## src/rtl/interrupt_sequencer.sv

```systemverilog
// 6502 interrupt/reset entry sequencer: pushes PCH, PCL and P, fetches the vector,
// loads the program counter and sets the I flag.
module interrupt_sequencer #(
    parameter logic [7:0]  STACK_PAGE = 8'h01,
    parameter logic [15:0] VEC_NMI    = 16'hFFFA,
    parameter logic [15:0] VEC_RESET  = 16'hFFFC,
    parameter logic [15:0] VEC_IRQ    = 16'hFFFE
) (
    input  logic        clk,
    input  logic        rst_n,
    input  logic        rdy,
    input  logic        nmi_n,
    input  logic        irq_n,
    input  logic        insn_boundary,
    input  logic        brk_req,
    input  logic        i_flag,
    input  logic [15:0] pc_in,
    input  logic [7:0]  sp_in,
    input  logic [7:0]  psr_in,
    input  logic [7:0]  data_in,
    output logic        busy,
    output logic [15:0] addr,
    output logic        rw,
    output logic [7:0]  data_out,
    output logic        sp_dec,
    output logic        pc_load,
    output logic [15:0] pc_load_value,
    output logic        set_i,
    output logic        done,
    output logic [1:0]  src
);

    typedef enum logic [2:0] {
        StRst, StIdle, StStart, StPch, StPcl, StP, StVl, StVh
    } state_e;

    localparam logic [1:0] SrcIrq   = 2'd0;
    localparam logic [1:0] SrcBrk   = 2'd1;
    localparam logic [1:0] SrcNmi   = 2'd2;
    localparam logic [1:0] SrcReset = 2'd3;

    state_e      state_q, state_d;
    logic [1:0]  src_q, src_d;
    logic        nmi_pend_q, nmi_pend_d;
    logic        nmi_n_q;
    logic [7:0]  vec_lo_q, vec_lo_d;
    logic        nmi_edge;
    logic        is_reset;
    logic [15:0] vec_addr;
    logic [7:0]  push_data;

    assign nmi_edge = nmi_n_q & ~nmi_n;
    assign is_reset = (src_q == SrcReset);
    assign src      = src_q;

    // nmi_n keeps sampling through reset so a pin held low at release is not an edge.
    always_ff @(posedge clk) begin
        nmi_n_q <= nmi_n;
        if (!rst_n) begin
            state_q    <= StRst;
            src_q      <= SrcReset;
            nmi_pend_q <= 1'b0;
            vec_lo_q   <= 8'h00;
        end else begin
            state_q    <= state_d;
            src_q      <= src_d;
            nmi_pend_q <= nmi_pend_d;
            vec_lo_q   <= vec_lo_d;
        end
    end

    always_comb begin
        state_d    = state_q;
        src_d      = src_q;
        nmi_pend_d = nmi_pend_q;
        vec_lo_d   = vec_lo_q;
        case (state_q)
            StRst:   state_d = StStart;
            StIdle: begin
                if (insn_boundary) begin
                    if (nmi_pend_q) begin
                        src_d      = SrcNmi;
                        nmi_pend_d = 1'b0;
                        state_d    = StStart;
                    end else if (brk_req) begin
                        src_d   = SrcBrk;
                        state_d = StStart;
                    end else if (!irq_n && !i_flag) begin
                        src_d   = SrcIrq;
                        state_d = StStart;
                    end
                end
            end
            StStart: if (rdy) state_d = StPch;
            StPch:   state_d = StPcl;
            StPcl:   state_d = StP;
            StP:     state_d = StVl;
            StVl: begin
                if (rdy) begin
                    vec_lo_d = data_in;
                    state_d  = StVh;
                end
            end
            StVh:    if (rdy) state_d = StIdle;
            default: state_d = StRst;
        endcase
        // A fresh edge wins over the clear from accepting the previous one.
        if (nmi_edge) nmi_pend_d = 1'b1;
    end

    always_comb begin
        case (src_q)
            SrcNmi:   vec_addr = VEC_NMI;
            SrcReset: vec_addr = VEC_RESET;
            default:  vec_addr = VEC_IRQ;
        endcase
        case (state_q)
            StPch:   push_data = pc_in[15:8];
            StPcl:   push_data = pc_in[7:0];
            default: push_data = {psr_in[7:6], 1'b1, src_q == SrcBrk, psr_in[3:0]};
        endcase
    end

    always_comb begin
        busy          = 1'b0;
        addr          = 16'h0000;
        rw            = 1'b1;
        data_out      = 8'h00;
        sp_dec        = 1'b0;
        pc_load       = 1'b0;
        pc_load_value = 16'h0000;
        set_i         = 1'b0;
        done          = 1'b0;
        case (state_q)
            StStart: begin
                busy = 1'b1;
                addr = pc_in;
            end
            StPch, StPcl, StP: begin
                // RESET walks the stack pointer with reads instead of writes.
                busy     = 1'b1;
                addr     = {STACK_PAGE, sp_in};
                sp_dec   = 1'b1;
                rw       = is_reset;
                data_out = is_reset ? 8'h00 : push_data;
            end
            StVl: begin
                busy = 1'b1;
                addr = vec_addr;
            end
            StVh: begin
                busy          = 1'b1;
                addr          = vec_addr + 16'd1;
                pc_load_value = {data_in, vec_lo_q};
                pc_load       = rdy;
                set_i         = rdy;
                done          = rdy;
            end
            default: ;
        endcase
    end

endmodule

```

## config.mk

```make
export PLATFORM = sky130hd
export DESIGN_NAME = interrupt_sequencer
export DESIGN_NICKNAME = d
export VERILOG_FILES = /design/src/rtl/interrupt_sequencer.sv
export SDC_FILE = /design/constraint.sdc
export NUM_CORES = 1
export LEC_CHECK = 0
export BUFFER_PORTS_ARGS = -buffer_cell sky130_fd_sc_hd__buf_2
export CAP_MARGIN = 20
export CELL_PAD_IN_SITES_DETAIL_PLACEMENT = 2
export CELL_PAD_IN_SITES_GLOBAL_PLACEMENT = 2
export CORE_AREA = 2 2 86 88
export DETAILED_ROUTE_END_ITERATION = 10
export DIE_AREA = 0 0 88 90
export GPL_TIMING_DRIVEN = 0
export PLACE_DENSITY_LB_ADDON = 0.2
export SLEW_MARGIN = 20
export SYNTH_ARGS = -nofsm -noshare
export SYNTH_HDL_FRONTEND = slang
export SYNTH_SLANG_ARGS = --single-unit
```

## constraint.sdc

```tcl
create_clock -name clk -period 2.3 [get_ports clk]
set_clock_uncertainty 0.2 [all_clocks]
set_input_delay 0.345 -clock clk [delete_from_list [all_inputs] [get_ports clk]]
set_output_delay 0.345 -clock clk [all_outputs]
set_load 0.01 [all_outputs]
```

======== Word-level counts from Yosys, hierarchy flattened ========
Cells that the tools add are included.
word-level totals
  output and inout port bits .............. 48
  register bits ........................... 15
  input bits .............................. 48
operators by class
  reduce and logical (&&, ||, !) cells .... 13
  multiplexer cells ....................... 24
  bitwise operators ....................... 2
  equality and inequality tests ........... 15
  add/sub/neg operators ................... 1
operators with widths
  cell                   number
  $pmux 16 s4            1
  $pmux 3 s8             1
  $mux 3                 7
  $add 16x1->16 const B  1
  $mux 16                1
  $mux 8                 2
  $pmux 8 s2             1
  $eq 3x3->1 const B     4
  $ne 2x2->1 const B     4
  $mux 1                 7
  $eq 3x2->1 const B     2
  $mux 2                 3
  $pmux 3 s2             1
  $reduce_or 6->1        1
  $reduce_and 5->1       1
  $eq 2x2->1 const B     2
  $ne 4x4->1 const B     1
  $reduce_and 2->1       2
  $reduce_bool 2->1      2
  $eq 3x1->1 const B     1
  $logic_not 3->1        1
  $reduce_and 3->1       1
  $reduce_bool 3->1      1
  $reduce_or 3->1        1
  other kinds (5)        6

======== Depth between registers and ports, before layout ========
Gate-level depths: netlist of the first run.
  depth in word-level cells ............... 7
  gate-level depth with buffers ........... 5

======== Worst setup path before layout of the first run ========
No wires, ideal clock.
  path kind ............................... register to output
  start ................................... reg state_q[2]
  end ..................................... out data_out[0]
  buffers on the path ..................... 2
  arrival ................................. 1.369 ns
  cell stages (with the launch flop) ...... 6
  path slack .............................. 0.386 ns
  cells stage by stage .................... dfxtp_1 > buf_6 > nand3b_4 > a22o_1 > buf_4 > a2111oi_2
on the way
  cells in the longest elaborated chain, start to end .. 4
RTL lines
  element                                          RTL line  RTL
  start: declaration                               42        state_e state_q, state_d;
  start signal: assignment                         60        state_q <= StRst;
  start signal: assignment                         65        state_q <= state_d;
  $eq 3x3->1 / $eq 3x2->1 (equally long branches)  117, 134
  $pmux 8 s2                                       117       case (state_q)
  $mux 8                                           145       data_out = is_reset ? 8'h00 : push_data;
  $mux 8 *                                         134       case (state_q)
  end: declaration                                 24        output logic [7:0] data_out,
Mark *: on every way between the ends. The rest lies on a longest branch, timed or not.

======== Final worst setup path of the first run ========
  start ................................... reg state_q[2]
  end ..................................... out data_out[6]
Same word-level chain as after synthesis.

==> impl_results.md, run 1 <==
* Post-Place Cells at 380
* Seq/Total Area, Yosys at between 20% and 30%
* Startpoint Class: register
* Top-level port count at between 90 and 100
* Max-Slew Margin vs Limit at 72.41%
* Setup violators final at 0
* RSZ-0062 raised after global routing: yes
* Vias in the first global route at between 1,500 and 2,000
* Post-synth top area share at between 20 and 25%
* Count leader, synth: nand2_1
* Starting DRT DRC Count at 48
* Slowest stage cell, crit path: dfxtp_2
* Post-route setup slack at between 0.03 and 0.04 ns
* Longest Clk Path Bufs at 2
* Dpl ws at 0.01710 ns
* CTS tree: built
* EDFF count, synth at 0
* DRT Pass-1 Iters at 4
* Pin count of the biggest net entering global routing at 11
* Later-pin clock latency in the skew report at ~0.25 ns
* Worst hold slack at 0.1527 ns
* DP Wirelength at about 4700 um
* FILL cells at 839
* Tot GR Track Use at around 15%
* CP Capture Type: output pin
* Lkg Pwr at 1.046 nW
* Initial Util at about 20%
* Root buf cell: clkbuf_8
* Upper clock frequency limit at 0.4418 GHz
* WL/cell at between 15 and 20 um
* Cts bufs inserted at 3
* Residual DRC at 0
* Initial antenna violation count at 0
* Tmin final at 2.263 ns
* Synth top area cells: dfxtp_1, and2_1, a2111oi_2
* Synthesized area per cell at around 7.3 um2
* Core area at ~7000 um2
* Synth async-reset ratio at 0%
* Crit-path cells: buf_8, nand3b_4, a22o_4, buf_8, a2111oi_2, buf_2
* PwrDens at about 390 nW/um2
* CP max FO at 7
* Area occupied by multi-input gates at about 1000 um2
* Synth Register Bits at 15
* Synth cell types at 40
* Filler-free cell count of the finished design at about 390
* Antenna-violating nets left at 0
* DR top layer: met4
* Synth-to-layout area growth at 63.00%
* Chip width at around 88 um
* Final WL at around 6400 um
* Final Hold Vio Count at 0
* Area leader, netlist: dfxtp_1
* Via density at about 4.7
* Synthesized cell area at about 1400 um2
* Synth top cells by count: nand2_1, a21oi_1, and2_1
* Die Y at 90 um
* Met2 WL at between 3000 and 4000 um
* Met3 wire length at 317 um
* Syn nets at roughly 240
* Share of post-route cells with drive strength above 1 at 47.10%
* Ys flop type: dfxtp_1
* Worst-margin pin slew at slightly above 0.4 ns
* Status: finished, final reports clean
* Crit-path most repeated cell: buf_8
* Worst EP required at between 1.5 and 2 ns
* Register area at 309.0 um2
* Setup TNS at 0 ns
* Diodes inserted at 0
* Die ar. at roughly 8000 um2
* H-tree depth at 1
* Pins Over Slew Limit at 0
* Std-Cell Rows at 31
* Critical path class: register to output pin
* Nets at 342
* Gate Count Post-Synth at 188
* Max Cap Viol at 0
* Clk slew on worst S/H paths at 0.07 ns
* Tcrit/Tclk final at roughly 98%
* Worst EP arrival at ~1.7 ns
* YS warnings at 0
* Peak supply drop at between 0.1 and 0.15 mV
* CP max stage delay at ~0.33 ns
* IO Port Bufs at 93
* GRT overflow at 0
* Worst min-delay path class: primary input to register
* Clk sink count at 15
* Met1 WL at about 3000 um
* DR vias at ~1,800
* First-pass GRT wire length at 9811 um
* GPL Wtd Cong at 0.7653
## cell families after synthesis
| group | after synthesis | share of synthesized area, % |
|---|---|---|
| buffers and inverters | 25 | 9.726 |
| AND/OR/NAND/NOR | 75 | 28.91 |
| flip-flops | 15 | 21.82 |
| multiplexers | 7 | 5.091 |
| AO/OA/AOI/OAI | 66 | 34.46 |
## cells in the final DEF, fill, tap and decap left out, types with 4 or more instances in the layout
cell type  count
buf_8          5
a21oi_1       20
o22ai_1       16
mux2i_1        7
dfxtp_1       12
buf_2         96
o21ai_0        4
inv_1          5
buf_4          8
and2_1        17
nor2_1        13
a2111oi_4      5
a21boi_0       8
nand2_1       22
nor3_1         7
## registers in the layout, indices dropped and copies added, names as in the netlist
| name | count |
|---|---|
| nmi_pend_q | 1 |
| state_q | 3 |
| src | 2 |
| vec_lo_q | 8 |
| nmi_n_q | 1 |
## critical path, delay by kind of cell (launching register included)
family | cells | cell delay (ns)
compound gates | 2 | 0.53
simple gates | 1 | 0.15
flops | 1 | 0.33
buf+inv | 3 | 0.47
## path summary, 6_finish.rpt
kind               start     endpoint  slack [ns]  cells past startpoint
min reg2reg  vec_lo_q[3]  vec_lo_q[3]        0.27                      2
max reg2reg   state_q[2]  vec_lo_q[1]        0.67                      5
max           state_q[2]  data_out[6]        0.04                      6
min           data_in[2]  vec_lo_q[2]        0.15                      3
## stage by stage
step           util (%)  area (um2)   power, W
2_1_floorplan         -        1376  0.0004760
3_3_place_gp      28.00        1966  0.0006168
3_5_place_dp      28.00        1966  0.0006212
4_1_cts           29.55        2074  0.0008600
5_1_grt           31.96        2243  0.0009450
6_report          31.96        2243  0.0008841
## repair_timing
item	in CTS	in global routing
hold buffers	0	1
pin swaps	1	5
hold endpoints to repair	0	1
gates resized for setup	15	21
endpoints found under the setup margin	37	9
buffers inserted	2	4
cloned	0	2
## area by class of cell
type	count	area share (%)
plain buffers	18	7.306
clock buffers	3	1.840
clock inverters	1	0.2231
inverters	7	1.283
multi-input cells	148	45.73
flip-flops and latches	15	13.78
well taps	99	5.521
repair buffers	101	24.32
## power breakdown
| part | total [W] | switching [W] | internal, W |
|---|---|---|---|
| sequential | 0.000283 | 0.0000127 | 0.000270 |
| clock | 0.000218 | 0.0000980 | 0.000120 |
| combinational | 0.000383 | 0.000219 | 0.000165 |
| total | 0.000884 | 0.000329 | 0.000555 |
## routing by layer
metal,vias to the layer above,track usage (%)
li1,895,-
met1,877,20.73
met2,62,25.88
met3,4,2.112
met4,0,3.462
met5,-,0
Note: power is estimated with default switching activity, not from simulation.
==> run 2: changes to the inputs <==
Settings changed: CORE_AREA 2 2 86 88 to 2 2 61 120, CTS_BUF_LIST from default to sky130_fd_sc_hd__clkbuf_4, DIE_AREA 0 0 88 90 to 0 0 63 122.
==> run 2 against run 1 <==
  * Via count down 0.98%
  * Wire length down 5.7%
  * Final cell count down 3.6%
  * Design area down 4.5%
  * Flip-flop and latch count unchanged
  * Core utilization down 0.61 points
  * Worst setup slack worse by 0.021 ns
  * Clock power down 25%
  * Sequential share of layout area up 0.65 points
  * First-iteration DRC count down 38%
  * Clock-buffer cell count up 1
  * Total power down 8.5%
  * Largest cell class unchanged
==> impl_results.md, run 2 (synthesized netlist as in run 1, its figures left out) <==
* H-tree depth at 1 (unchanged)
* Lkg Pwr at 0.9893 nW (-5.4%)
* Nets at 337 (-1.5%)
* Worst min-delay path class: primary input to register
* Starting DRT DRC Count at 30 (-38%)
* Register bank with the most flops: vec_lo_q
* First-pass GRT wire length at 9853 um (+0.43%)
* Max Cap Viol at 0 (unchanged)
* CTS tree: built
* Pin count of the biggest net entering global routing at 11 (unchanged)
* IO Port Bufs at 93 (unchanged)
* Tot GR Track Use at 15.81% (+0.37 points)
* Cts bufs inserted at 3 (unchanged)
* CP Capture Type: output pin
* Filler-free cell count of the finished design at 378 (-3.6%)
* Commonest non-fill, non-tap cells in the layout: buf_2, nand2_1, a21oi_1
* Longest Clk Path Bufs at 2 (unchanged)
* CP max FO at 10 (+3)
* Final Hold Vio Count at 0 (unchanged)
* Post-route setup slack at 0.01577 ns (-0.02092 ns)
* Worst EP required at 1.75 ns (about the same)
* Initial Util at 20.14% (+0.54 points)
* Initial antenna violation count at 0 (unchanged)
* Worst-margin pin slew at 0.4316 ns (+0.01765 ns)
* Core area at 6833 um2 (-2.7%)
* Status: finished, final reports clean
* Clk sink count at 15 (unchanged)
* Startpoint Class: register
* DP Wirelength at 4779 um (+0.73%)
* Clk slew on worst S/H paths at 0.09 ns (+0.02 ns)
* Commonest non-fill, non-tap cell in the layout: buf_2
* Upper clock frequency limit at 0.4378 GHz (-0.92%)
* Diodes inserted at 0 (unchanged)
* Root buf cell: clkbuf_4
* Die Y at 122 um (+36%)
* Residual DRC at 0 (unchanged)
* GPL Wtd Cong at 0.7796 (+1.9%)
* DRT Pass-1 Iters at 4 (unchanged)
* Final WL at 6075 um (-5.7%)
* Share of post-route cells with drive strength above 1 at 45.83% (-1.3 points)
* Std-Cell Rows at 43 (+39%)
* Later-pin clock latency in the skew report at 0.29 ns (+0.04 ns)
* Peak supply drop at 0.1929 mV (+32%)
* Critical path class: register to output pin
* Tcrit/Tclk final at 99.31% (+0.91 points)
* Core Util, Final at 31.35% (-0.61 points)
* Synth-to-layout area growth at 55.64%
* WL/cell at 16.07 um (-2.2%)
* Chip width at 63 um (-28%)
* PwrDens at 377.6 nW/um2 (-4.2%)
* GRT overflow at 0 (unchanged)
* Top-level port count at 96 (unchanged)
* Max-Slew Margin vs Limit at 71.08% (-1.3 points)
* Pins Over Slew Limit at 0 (unchanged)
* Dpl ws at 0.06092 ns (+0.04382 ns)
* Total power at 0.0008087 W (-8.5%)
* DR vias at 1,820 (-0.98%)
* Max reg flops at 8 (unchanged)
* Vias in the first global route at 1,955 (+1.9%)
* Worst EP arrival at 1.74 ns (+0.02 ns)
* RSZ-0062 raised after global routing: yes
* Tmin final at 2.284 ns (+0.02092 ns)
* Antenna-violating nets left at 0 (unchanged)
* Post-Place Cells at 371 (-2.4%)
* Setup violators final at 0 (unchanged)
* Via density at 4.815 (+2.7%)
* Die ar. at 7686 um2 (-3.0%)
[run 2: cell types whose count changed in the layout (fill, tap and decap cells not counted), sizes merged]
| cell | before | now |
|---|---|---|
| clkbuf | 10 | 9 |
| clkinv | 2 | 1 |
| buf | 111 | 108 |
[run 2: worst paths after layout]
path | start | endpoint | slack [ns] | cells past startpoint
worst min-delay path | data_in[7] | vec_lo_q[7] | 0.11 | 3
worst max-delay path | state_q[2] | data_out[3] | 0.02 | 6
worst max register to register | state_q[2] | vec_lo_q[2] | 0.57 | 5
worst min register to register | vec_lo_q[4] | vec_lo_q[4] | 0.27 | 2
[run 2: repair_timing]
| action | 4_1_cts | 5_1_grt |
|---|---|---|
| cloned | 0 | 0 |
| endpoints found under the setup margin | 39 | 21 |
| gates resized for setup | 19 | 13 |
| endpoints found under the hold margin | 1 | 0 |
| hold buffers | 1 | 0 |
| setup buffers | 2 | 0 |
| pin swaps | 2 | 2 |
[run 2: worst max-delay path, cell delays in order, from the launching register on]
cell	delay, ns
dfxtp_2	0.33
buf_6	0.14
nand3b_4	0.16
a22o_1	0.19
buf_6	0.16
a2111oi_4	0.28
buf_2	0.18
[run 2: per-stage QoR]
step / cell area (um2) / hold WS (ns) / setup TNS, ns
2_1_floorplan: 1376 / 0.1727 / 0
3_3_place_gp: 1954 / 0.2473 / 0
3_5_place_dp: 1954 / 0.2640 / 0
4_1_cts: 2068 / 0.1019 / -0.06688
5_1_grt: 2142 / 0.1041 / -0.5340
6_report: 2142 / 0.1074 / 0
[run 2: layout make-up]
class,count,area [um2]
Tap cell,90,112.6
Fill cell,858,4691
Sequential cell,15,309.0
Clock buffer,4,30.03
Multi-Input combinational cell,148,1016
Buffer,18,151.4
Timing Repair Buffer,96,494.2
Inverter,7,28.78
[run 2: routing by layer]
layer | vias up | track usage, % | wire [um]
met5 | - | 0 | 0
met4 | 0 | 1.667 | 14
met3 | 2 | 2.678 | 290
met2 | 64 | 28.66 | 3060
met1 | 864 | 19.97 | 2710
li1 | 890 | - | -
[run 2: power breakdown]
part / internal [W] / switching [W]
Clock: 0.0000793 / 0.0000838
Sequential: 0.000270 / 0.0000109
Combinational: 0.000153 / 0.000212
==> run 3: changes to the inputs <==
Settings changed: PLACE_DENSITY_LB_ADDON 0.2 to 0.1.
==> run 3 against run 2 <==
  * The flow now finishes with violations (negative setup slack)
  * Core utilization decreased by 0.092 points
  * Global-route usage down 0.13 points
  * Total power decreased by 0.78%
  * Die area did not move
  * Largest cell class unchanged
  * Fmax fell by 2.1%
  * Hold slack worse by 0.0067 ns
==> impl_results.md, run 3 (synthesized netlist as in run 1, its figures left out) <==
* Pin count of the biggest net entering global routing at 11 (unchanged)
* R2R depth at 5 (unchanged)
* Longest Clk Path Bufs at 2 (unchanged)
* Hold path depth at 3 (unchanged)
* Worst setup path end: data_out[7]
* Chip width at 63 um (unchanged)
* CP max FO at 10 (unchanged)
* Peak supply drop at 0.2037 mV (+5.6%)
* Die Y at 122 um (unchanged)
* Clk slew on worst S/H paths at 0.10 ns (about the same)
* Reg2reg end: vec_lo_q[6]
* Initial antenna violation count at 0 (unchanged)
* R2r setup slk at 0.62 ns (+0.05 ns)
* Startpoint Class: register
* CP Capture Type: output pin
* Lkg Pwr at 0.9868 nW (-0.25%)
* Root buf cell: clkbuf_4
* DRT Pass-1 Iters at 4 (unchanged)
* Met1 WL at 2520 um (-7.0%)
* Worst EP required at 1.75 ns (about the same)
* CTS tree: built
* Clk sink count at 15 (unchanged)
* Total power at 0.0008024 W (-0.78%)
* Met2 WL at 3155 um (+3.1%)
* Top-level port count at 96 (unchanged)
* Max-Slew Margin vs Limit at 72.77% (+1.7 points)
* Worst min-delay path class: primary input to register
* Crit path from: state_q[2]
* Antenna-violating nets left at 0 (unchanged)
* Share of post-route cells with drive strength above 1 at 46.18% (+0.35 points)
* Via density at 4.836 (+0.44%)
* Later-pin clock latency in the skew report at 0.29 ns (about the same)
* Post-route setup slack at -0.03436 ns (-0.05013 ns)
* Slowest stage cell, crit path: dfxtp_2
* Starting DRT DRC Count at 25 (-17%)
* Nets at 337 (unchanged)
* Dpl ws at 0.01953 ns (-0.04140 ns)
* Commonest non-fill, non-tap cells in the layout: buf_2, nand2_1, a21oi_1
* DP Wirelength at 4733 um (-0.97%)
* Synth-to-layout area growth at 55.18%
* Worst-margin pin slew at 0.4063 ns (-0.02524 ns)
* Diodes inserted at 0 (unchanged)
* Worst hold slack at 0.1007 ns (-0.006738 ns)
* Residual DRC at 0 (unchanged)
* Setup violators final at 1 (+1)
* RSZ-0062 raised after global routing: yes
* Cts bufs inserted at 3 (unchanged)
* GPL Wtd Cong at 0.7542 (-3.3%)
* GRT overflow at 0 (unchanged)
* Met3 wire length at 325 um (+12%)
* Final Hold Vio Count at 0 (unchanged)
* Violated checks: negative setup slack
* Register bank with the most flops: vec_lo_q
* DR vias at 1,828 (+0.44%)
* WL/cell at 15.94 um (-0.79%)
* Max Cap Viol at 0 (unchanged)
* H-tree depth at 1 (unchanged)
* Std-Cell Rows at 43 (unchanged)
* Initial Util at 20.14% (unchanged)
* Worst EP arrival at 1.79 ns (+0.05 ns)
* Crit-path cells: buf_6, nand3b_4, a22o_1, buf_6, a2111oi_2, buf_2
* Tmin final at 2.334 ns (+0.05013 ns)
* Commonest non-fill, non-tap cell in the layout: buf_2
* CP max stage delay at 0.34 ns (about the same)
* Core area at 6833 um2 (unchanged)
* Tot GR Track Use at 15.68% (-0.13 points)
* Die ar. at 7686 um2 (unchanged)
* IO Port Bufs at 93 (unchanged)
* Pins Over Slew Limit at 0 (unchanged)
* DR top layer: met4
* Critical path class: register to output pin
* First-pass GRT wire length at 9653 um (-2.0%)
* PwrDens at 375.7 nW/um2 (-0.49%)
* Status: finished, violations left
* Crit-path most repeated cell: buf_6
* Vias in the first global route at 1,966 (+0.56%)
* Worst r2r src: state_q[2]
* Final WL at 6027 um (-0.79%)
* Max reg flops at 8 (unchanged)
* Upper clock frequency limit at 0.4284 GHz (-2.1%)
* Tcrit/Tclk final at 101.5% (+2.2 points)
run 3: layout make-up:
| cell class | instances | area, um2 |
|---|---|---|
| inverter | 7 | 28.78 |
| sequential | 15 | 309.0 |
| multi-input combinational | 148 | 1022 |
| fill | 853 | 4697 |
| buffer | 18 | 145.1 |
| timing repair buffer | 96 | 490.5 |
| tap | 90 | 112.6 |
| clock inverter | 1 | 5.005 |
| clock buffer | 3 | 22.52 |
run 3: repair_timing:
item                                    4_1_cts  5_1_grt
hold buffers                                  1        0
pin swaps                                     2        2
endpoints found under the setup margin       39       20
setup buffers                                 2        0
endpoints found under the hold margin         1        0
gates cloned                                  0        0
gates resized for setup                      20       10
run 3: per-stage QoR:
stage | instances | area [um2] | util (%) | TNS (ns)
floorplan | 188 | 1376 | - | 0
global placement | 371 | 1954 | 28.60 | 0
detailed placement | 371 | 1954 | 28.60 | 0
CTS | 378 | 2069 | 30.29 | -0.06697
global route | 378 | 2136 | 31.26 | -0.5265
finish | 378 | 2136 | 31.26 | -0.03436
run 3: worst min path at each step:
stage                startpoint           to  slack [ns]
floorplan                 nmi_n      nmi_n_q        0.17
finish               data_in[4]  vec_lo_q[4]        0.10
CTS                  data_in[2]  vec_lo_q[2]         0.1
global placement    vec_lo_q[1]  vec_lo_q[1]        0.25
global route         data_in[2]  vec_lo_q[2]        0.10
detailed placement  vec_lo_q[2]  vec_lo_q[2]        0.26
run 3: per-layer routing:
metal	global-route usage [%]	vias to the layer above
li1	-	881
met1	18.34	873
met2	29.92	69
met3	2.401	5
met4	2.500	0
met5	0	-
run 3: worst max-delay path: cells and delay by family, from the launching register on:
family / cells / cell delay [ns]
flops: 1 / 0.34
buf+inv: 3 / 0.50
simple gates: 1 / 0.16
compound gates: 2 / 0.49
run 3: where the power goes:
group          leakage [nW]  total (W)  switching, W  internal [W]
Sequential            0.124   0.000281     0.0000110      0.000270
Combinational         0.845   0.000359      0.000207      0.000152
Clock                0.0177   0.000162     0.0000975     0.0000648
